--- src/rtl/ivector_heard_serializer.sv ---
// ivector_heard_serializer
// Buffers heard(meth, v) indications in a small FIFO and streams each one to
// the host-side pipe as two beats: a header {meth[15:0], 16'h0001} followed by
// the payload word. Out-of-range method indices are dropped and raise a sticky
// bad_meth flag.
//
// Optional build macro: IVECTOR_HEARD_SERIALIZER_STATS_EN
//   When defined, adds msg_count (completed messages, wrapping) and
//   drop_count (dropped indications, saturating) outputs.

module ivector_heard_serializer #(
  parameter int DEPTH      = 4,
  parameter int METH_COUNT = 10
) (
  input  logic        CLK,
  input  logic        nRST,
  input  logic        heard__ENA,
  input  logic [31:0] heard_meth,
  input  logic [31:0] heard_v,
  output logic        heard__RDY,
  output logic        pipe_enq__ENA,
  output logic [31:0] pipe_enq_v,
  input  logic        pipe_enq__RDY,
`ifdef IVECTOR_HEARD_SERIALIZER_STATS_EN
  output logic [31:0] msg_count,
  output logic [15:0] drop_count,
`endif
  output logic        bad_meth
);

  localparam int AW = (DEPTH > 1) ? $clog2(DEPTH) : 1;

  localparam logic [AW:0] CNT_FULL = (AW + 1)'(DEPTH);
  localparam logic [AW:0] CNT_ZERO = '0;
  localparam logic [AW:0] CNT_ONE  = (AW + 1)'(1);

  localparam logic PH_HDR = 1'b0;
  localparam logic PH_PAY = 1'b1;

  logic [15:0]   mem_meth [DEPTH];
  logic [31:0]   mem_v    [DEPTH];

  logic [AW-1:0] wr_ptr;
  logic [AW-1:0] rd_ptr;
  logic [AW:0]   count;
  logic          phase;

  logic          accept;
  logic          in_range;
  logic          push;
  logic          beat;
  logic          pop;

  // Handshake decode; RDY/ENA depend only on registered count.
  assign heard__RDY    = (count != CNT_FULL);
  assign pipe_enq__ENA = (count != CNT_ZERO);
  assign accept        = heard__ENA & heard__RDY;
  assign in_range      = (heard_meth < 32'(METH_COUNT));
  assign push          = accept & in_range;
  assign beat          = pipe_enq__ENA & pipe_enq__RDY;
  assign pop           = beat & (phase == PH_PAY);

  // Entry storage: written on every valid push.
  // NOTE: the FIFO array has no reset; entries are only read once count says
  // they were written, so clearing them would cost flops for no behaviour.
  always_ff @(posedge CLK) begin
    if (push) begin
      mem_meth[wr_ptr] <= heard_meth[15:0];
      mem_v[wr_ptr]    <= heard_v;
    end
  end

  // Pointers, occupancy, beat phase and the sticky error flag.
  // NOTE: sequential state uses non-blocking assignments so every register
  // samples pre-edge values regardless of statement order.
  always_ff @(posedge CLK or negedge nRST) begin
    if (!nRST) begin
      wr_ptr   <= '0;
      rd_ptr   <= '0;
      count    <= '0;
      phase    <= PH_HDR;
      bad_meth <= 1'b0;
    end else begin
      if (push) wr_ptr <= wr_ptr + 1'b1;
      if (pop)  rd_ptr <= rd_ptr + 1'b1;

      if (push && !pop)      count <= count + CNT_ONE;
      else if (pop && !push) count <= count - CNT_ONE;

      if (beat) phase <= (phase == PH_HDR) ? PH_PAY : PH_HDR;

      if (accept && !in_range) bad_meth <= 1'b1;
    end
  end

  // Output beat mux: header, payload, or zero when idle.
  // NOTE: the default assignment first keeps this block free of inferred
  // latches whichever branch is taken.
  always_comb begin
    pipe_enq_v = 32'h0000_0000;
    if (pipe_enq__ENA) begin
      if (phase == PH_HDR) pipe_enq_v = {mem_meth[rd_ptr], 16'h0001};
      else                 pipe_enq_v = mem_v[rd_ptr];
    end
  end

`ifdef IVECTOR_HEARD_SERIALIZER_STATS_EN
  // Statistics: completed messages (wrapping) and drops (saturating).
  always_ff @(posedge CLK or negedge nRST) begin
    if (!nRST) begin
      msg_count  <= '0;
      drop_count <= '0;
    end else begin
      if (pop) msg_count <= msg_count + 32'd1;
      if (accept && !in_range && (drop_count != 16'hFFFF))
        drop_count <= drop_count + 16'd1;
    end
  end
`endif

endmodule

--- config.mk ---
export PLATFORM = sky130hd
export DESIGN_NAME = ivector_heard_serializer
export DESIGN_NICKNAME = d
export VERILOG_FILES = /design/src/rtl/ivector_heard_serializer.sv
export SDC_FILE = /design/constraint.sdc
export NUM_CORES = 1
export LEC_CHECK = 0
export ABC_AREA = 1
export BUFFER_PORTS_ARGS = -buffer_cell sky130_fd_sc_hd__buf_4
export CORE_ASPECT_RATIO = 0.6
export CORE_MARGIN = 4
export CORE_UTILIZATION = 62
export DETAILED_ROUTE_END_ITERATION = 7
export PLACE_DENSITY = 0.91
export SYNTH_ARGS = -nofsm -noshare
export SYNTH_HDL_FRONTEND = slang
export SYNTH_SLANG_ARGS = --single-unit
--- constraint.sdc ---
create_clock -name CLK -period 7.9 [get_ports CLK]
set_clock_uncertainty 0.2 [all_clocks]
set_input_delay 1.185 -clock CLK [delete_from_list [all_inputs] [get_ports CLK]]
set_output_delay 1.185 -clock CLK [all_outputs]
set_load 0.005 [all_outputs]
==> impl_metrics.csv <==
group,metric,value,unit
status,status,"finished, final reports clean",
worst_setup_path,r2r_end,"mem_v[3][15]$_DFFE_PP_",
worst_setup_path,crit_fanout,20,
drt,vias,5614,
layout,drive_gt1_frac,0.1892,
worst_setup_path,r2r_slack,4.83,ns
clock_tree,max-clock-path-buffers,3,
global_routing,grt_overflow,0,
layout,antenna_cells,0,
die,die_h,96.91,um
global_routing,grt_pass1_vias,5497,
clock_tree,ctsHtreeMaxLevel,1,
worst_setup_path,critPathLaunch,"phase$_DFFE_PN0P_",
worst_setup_path,worst_setup_path_start_kind,"flip-flop",
clock_tree,insertion_delay,0.49,ns
worst_setup_path,crit_path_cell_trace,"clkinv_1 -> nand3_1 -> nand2_1 -> buf_4",
global_routing,grtUsageTotal,0.2494,
drt,post_drt_wl_per_cell,20.40,um
worst_setup_path,critical_path_class,"flip-flop to output port",
clock_tree,cts_tree,"yes",
drt,drc,0,
clock_tree,post_cts_resize_count,0,
layout,area_growth,17.68,%
worst_setup_path,cp_slowest_cell,"dfrtp_1",
sta,fin_crit_sh,0.5198,
clock_tree,cts_buffers,19,
clock_tree,cts.clk_slew.worst_paths,0.06,ns
sta,max_freq,243.5,MHz
logic_synthesis,synth_nets,731,
die,die_area,0.01513,mm^2
die,row_count,32,
sta,setup_viol,0,
layout,layout.nets,823,
worst_setup_path,arrival,2.72,ns
global_routing,antenna_found_initial,0,
clock_tree,cts.sinks,201,
place,io_buffer_count,102,
clock_tree,root_buffer,"clkbuf_16",
drt,drt-total-wl,18.99,mm
sta,fin_setup_tns,0,ns
job,cap_viol_max_count,0,
worst_hold_path,hp-class,"flip-flop to flip-flop",
worst_setup_path,crit_path_end_kind,"output port",
logic_synthesis,yosysUniqueCellTypes,28,
layout,n_fill_cell,783,
die,ioPinCount,103,
global_routing,grt_max_degree,99,
die,core,0.01285,mm^2
sta,finalCriticalPeriod,4.106,ns
worst_setup_path,rr_worst_depth,6,
worst_setup_path,crit_required,6.51,ns
layout,fin_cells,931,
die,die_w,156.2,um
place,gp_congestion,0.8037,
sta,slew_headroom,0.3353,
worst_setup_path,r2r_start,"count[0]$_DFFE_PN0P_",
die,start_util,0.6355,
clock_tree,cts_setup_buffers,0,
place,dp_cells,898,
drt,drtIter0Drc,704,
sta,rsz0062_at_grt,"false",
global_routing,grt_pass1_wl,29.43,mm
drt,firstDrtPassIters,5,
power,cellPowerDensity,331.6,mW/mm^2
logic_synthesis,yosys_warnings,0,
worst_setup_path,cpPeakStageDelay,0.86,ns
logic_synthesis,avgSynthCellArea,12.43,um^2
power,peakVddDrop,0.2850,mV
worst_setup_path,cp-endpoint,"pipe_enq_v[17]",
power,p_leak,3.486,nW
logic_synthesis,synth_area,0.008168,mm^2
sta,hold_viol,0,
logic_synthesis,synth_sequential_area_ratio,0.7335,
logic_synthesis,ys_ff_latch,201,
sta,worstMarginPinSlew,0.9970,ns
place,dp_hpwl,11.12,mm
sta,slew_viol_final,0,
drt,routed_via_density,6.030,
clock_tree,hold_buffers,0,
drt,route.antenna.remaining_nets,0,
logic_synthesis,synthCells,657,
-- metrics by stage --
step	util	hold slack, ns	area [um^2]	power, mW	worst slack, ns
2_1_floorplan	-	0.2678	8168	1.908	3.510
4_1_cts	0.7479	0.2782	9612	3.191	3.830
5_1_grt	0.7479	0.2942	9612	3.355	3.648
3_5_place_dp	0.7004	0.2645	9001	2.295	3.968
6_report	0.7479	0.2791	9612	3.187	3.794
3_3_place_gp	0.7004	0.2667	9001	2.244	4.131
-- cells in the mapped netlist, drive strengths merged --
| master | number | area (um^2) |
|---|---|---|
| a21oi | 17 | 85.08 |
| and2 | 1 | 6.260 |
| buf | 28 | 185.2 |
| clkbuf | 10 | 43.79 |
| clkinv | 1 | 3.750 |
| dfrtp | 9 | 225.2 |
| edfxtp | 192 | 5766 |
| fa | 1 | 20.02 |
| ha | 5 | 62.56 |
| inv | 25 | 96.34 |
| nand2 | 37 | 138.9 |
| nand3 | 39 | 200.2 |
| nor2 | 154 | 578.1 |
| o211ai | 1 | 7.510 |
| o21a | 1 | 7.510 |
| o21ai | 98 | 490.5 |
| o21bai | 1 | 7.510 |
| o22ai | 32 | 200.2 |
| xnor2 | 1 | 8.760 |
| xor2 | 4 | 35.03 |
-- worst max-delay path, delay by kind of cell (launching register included) --
family,cells,cell delay [ns]
buf+inv,2,0.92
simple gates,2,0.45
flops,1,0.86
-- cell usage in the layout, fill, tap and decap left out, drive strengths merged --
master	Yosys	final
ha	5	5
xor2	4	4
buf	28	109
inv	25	26
fa	1	1
bufinv	0	1
nand2	37	37
o211ai	1	1
dfrtp	9	9
o21a	1	1
xnor2	1	1
nand3	39	39
and2	1	1
clkinv	1	4
nor2	154	154
o22ai	32	32
edfxtp	192	192
o21bai	1	1
a21oi	17	17
o21ai	98	98
clkbuf	10	28
-- where the power goes --
part | internal [mW] | switching (mW)
Clock | 0.523 | 0.368
Combinational | 0.412 | 0.670
Sequential | 1.18 | 0.0306
-- kinds of logic (layout without fill, tap and decap cells) --
group | count (synthesis) | after routing | synth area share
AND/OR/NAND/NOR | 231 | 231 | 0.1131
flip-flops | 201 | 201 | 0.7335
AO/OA/AOI/OAI | 150 | 150 | 0.09773
buffers and inverters | 64 | 168 | 0.04029
adder cells (fa/ha/maj) | 6 | 6 | 0.01011
XOR/XNOR | 5 | 5 | 0.005361
-- area by class of cell --
cell class,count,area (um^2),share of cell area
multi-input cells,392,1878,0.1954
inverters,26,100.1,0.01041
repair buffers,109,818.3,0.08513
clock inverters,5,51.30,0.005337
clock buffers,28,559.3,0.05819
well taps,170,212.7,0.02213
flip-flops and latches,201,5992,0.6234
-- how the worst min path moves through the flow --
stage | startpoint | to | slack [ns] | cells after the start
after floorplan | bad_meth$_DFFE_PN0P_ | bad_meth$_DFFE_PN0P_ | 0.27 | 1
after global routing | bad_meth$_DFFE_PN0P_ | bad_meth$_DFFE_PN0P_ | 0.29 | 1
final | bad_meth$_DFFE_PN0P_ | bad_meth$_DFFE_PN0P_ | 0.28 | 1
after detailed placement | bad_meth$_DFFE_PN0P_ | bad_meth$_DFFE_PN0P_ | 0.26 | 1
after global placement | bad_meth$_DFFE_PN0P_ | bad_meth$_DFFE_PN0P_ | 0.27 | 1
after CTS | bad_meth$_DFFE_PN0P_ | bad_meth$_DFFE_PN0P_ | 0.28 | 1
-- state kept, by name, summed over array words and instances (netlist names) --
name / cells
bad_meth: 1
count: 3
mem_meth: 64
mem_v: 128
phase: 1
rd_ptr: 2
wr_ptr: 2
-- layer usage --
| layer | vias up | wire [um] | track usage |
|---|---|---|---|
| met1 | 2724 | 7637 | 0.3600 |
| li1 | 2530 | - | - |
| met5 | - | 0 | 0 |
| met4 | 0 | 412 | 0.07400 |
| met3 | 37 | 1930 | 0.05588 |
| met2 | 323 | 9006 | 0.3867 |
(Power assumes the default switching activity.)
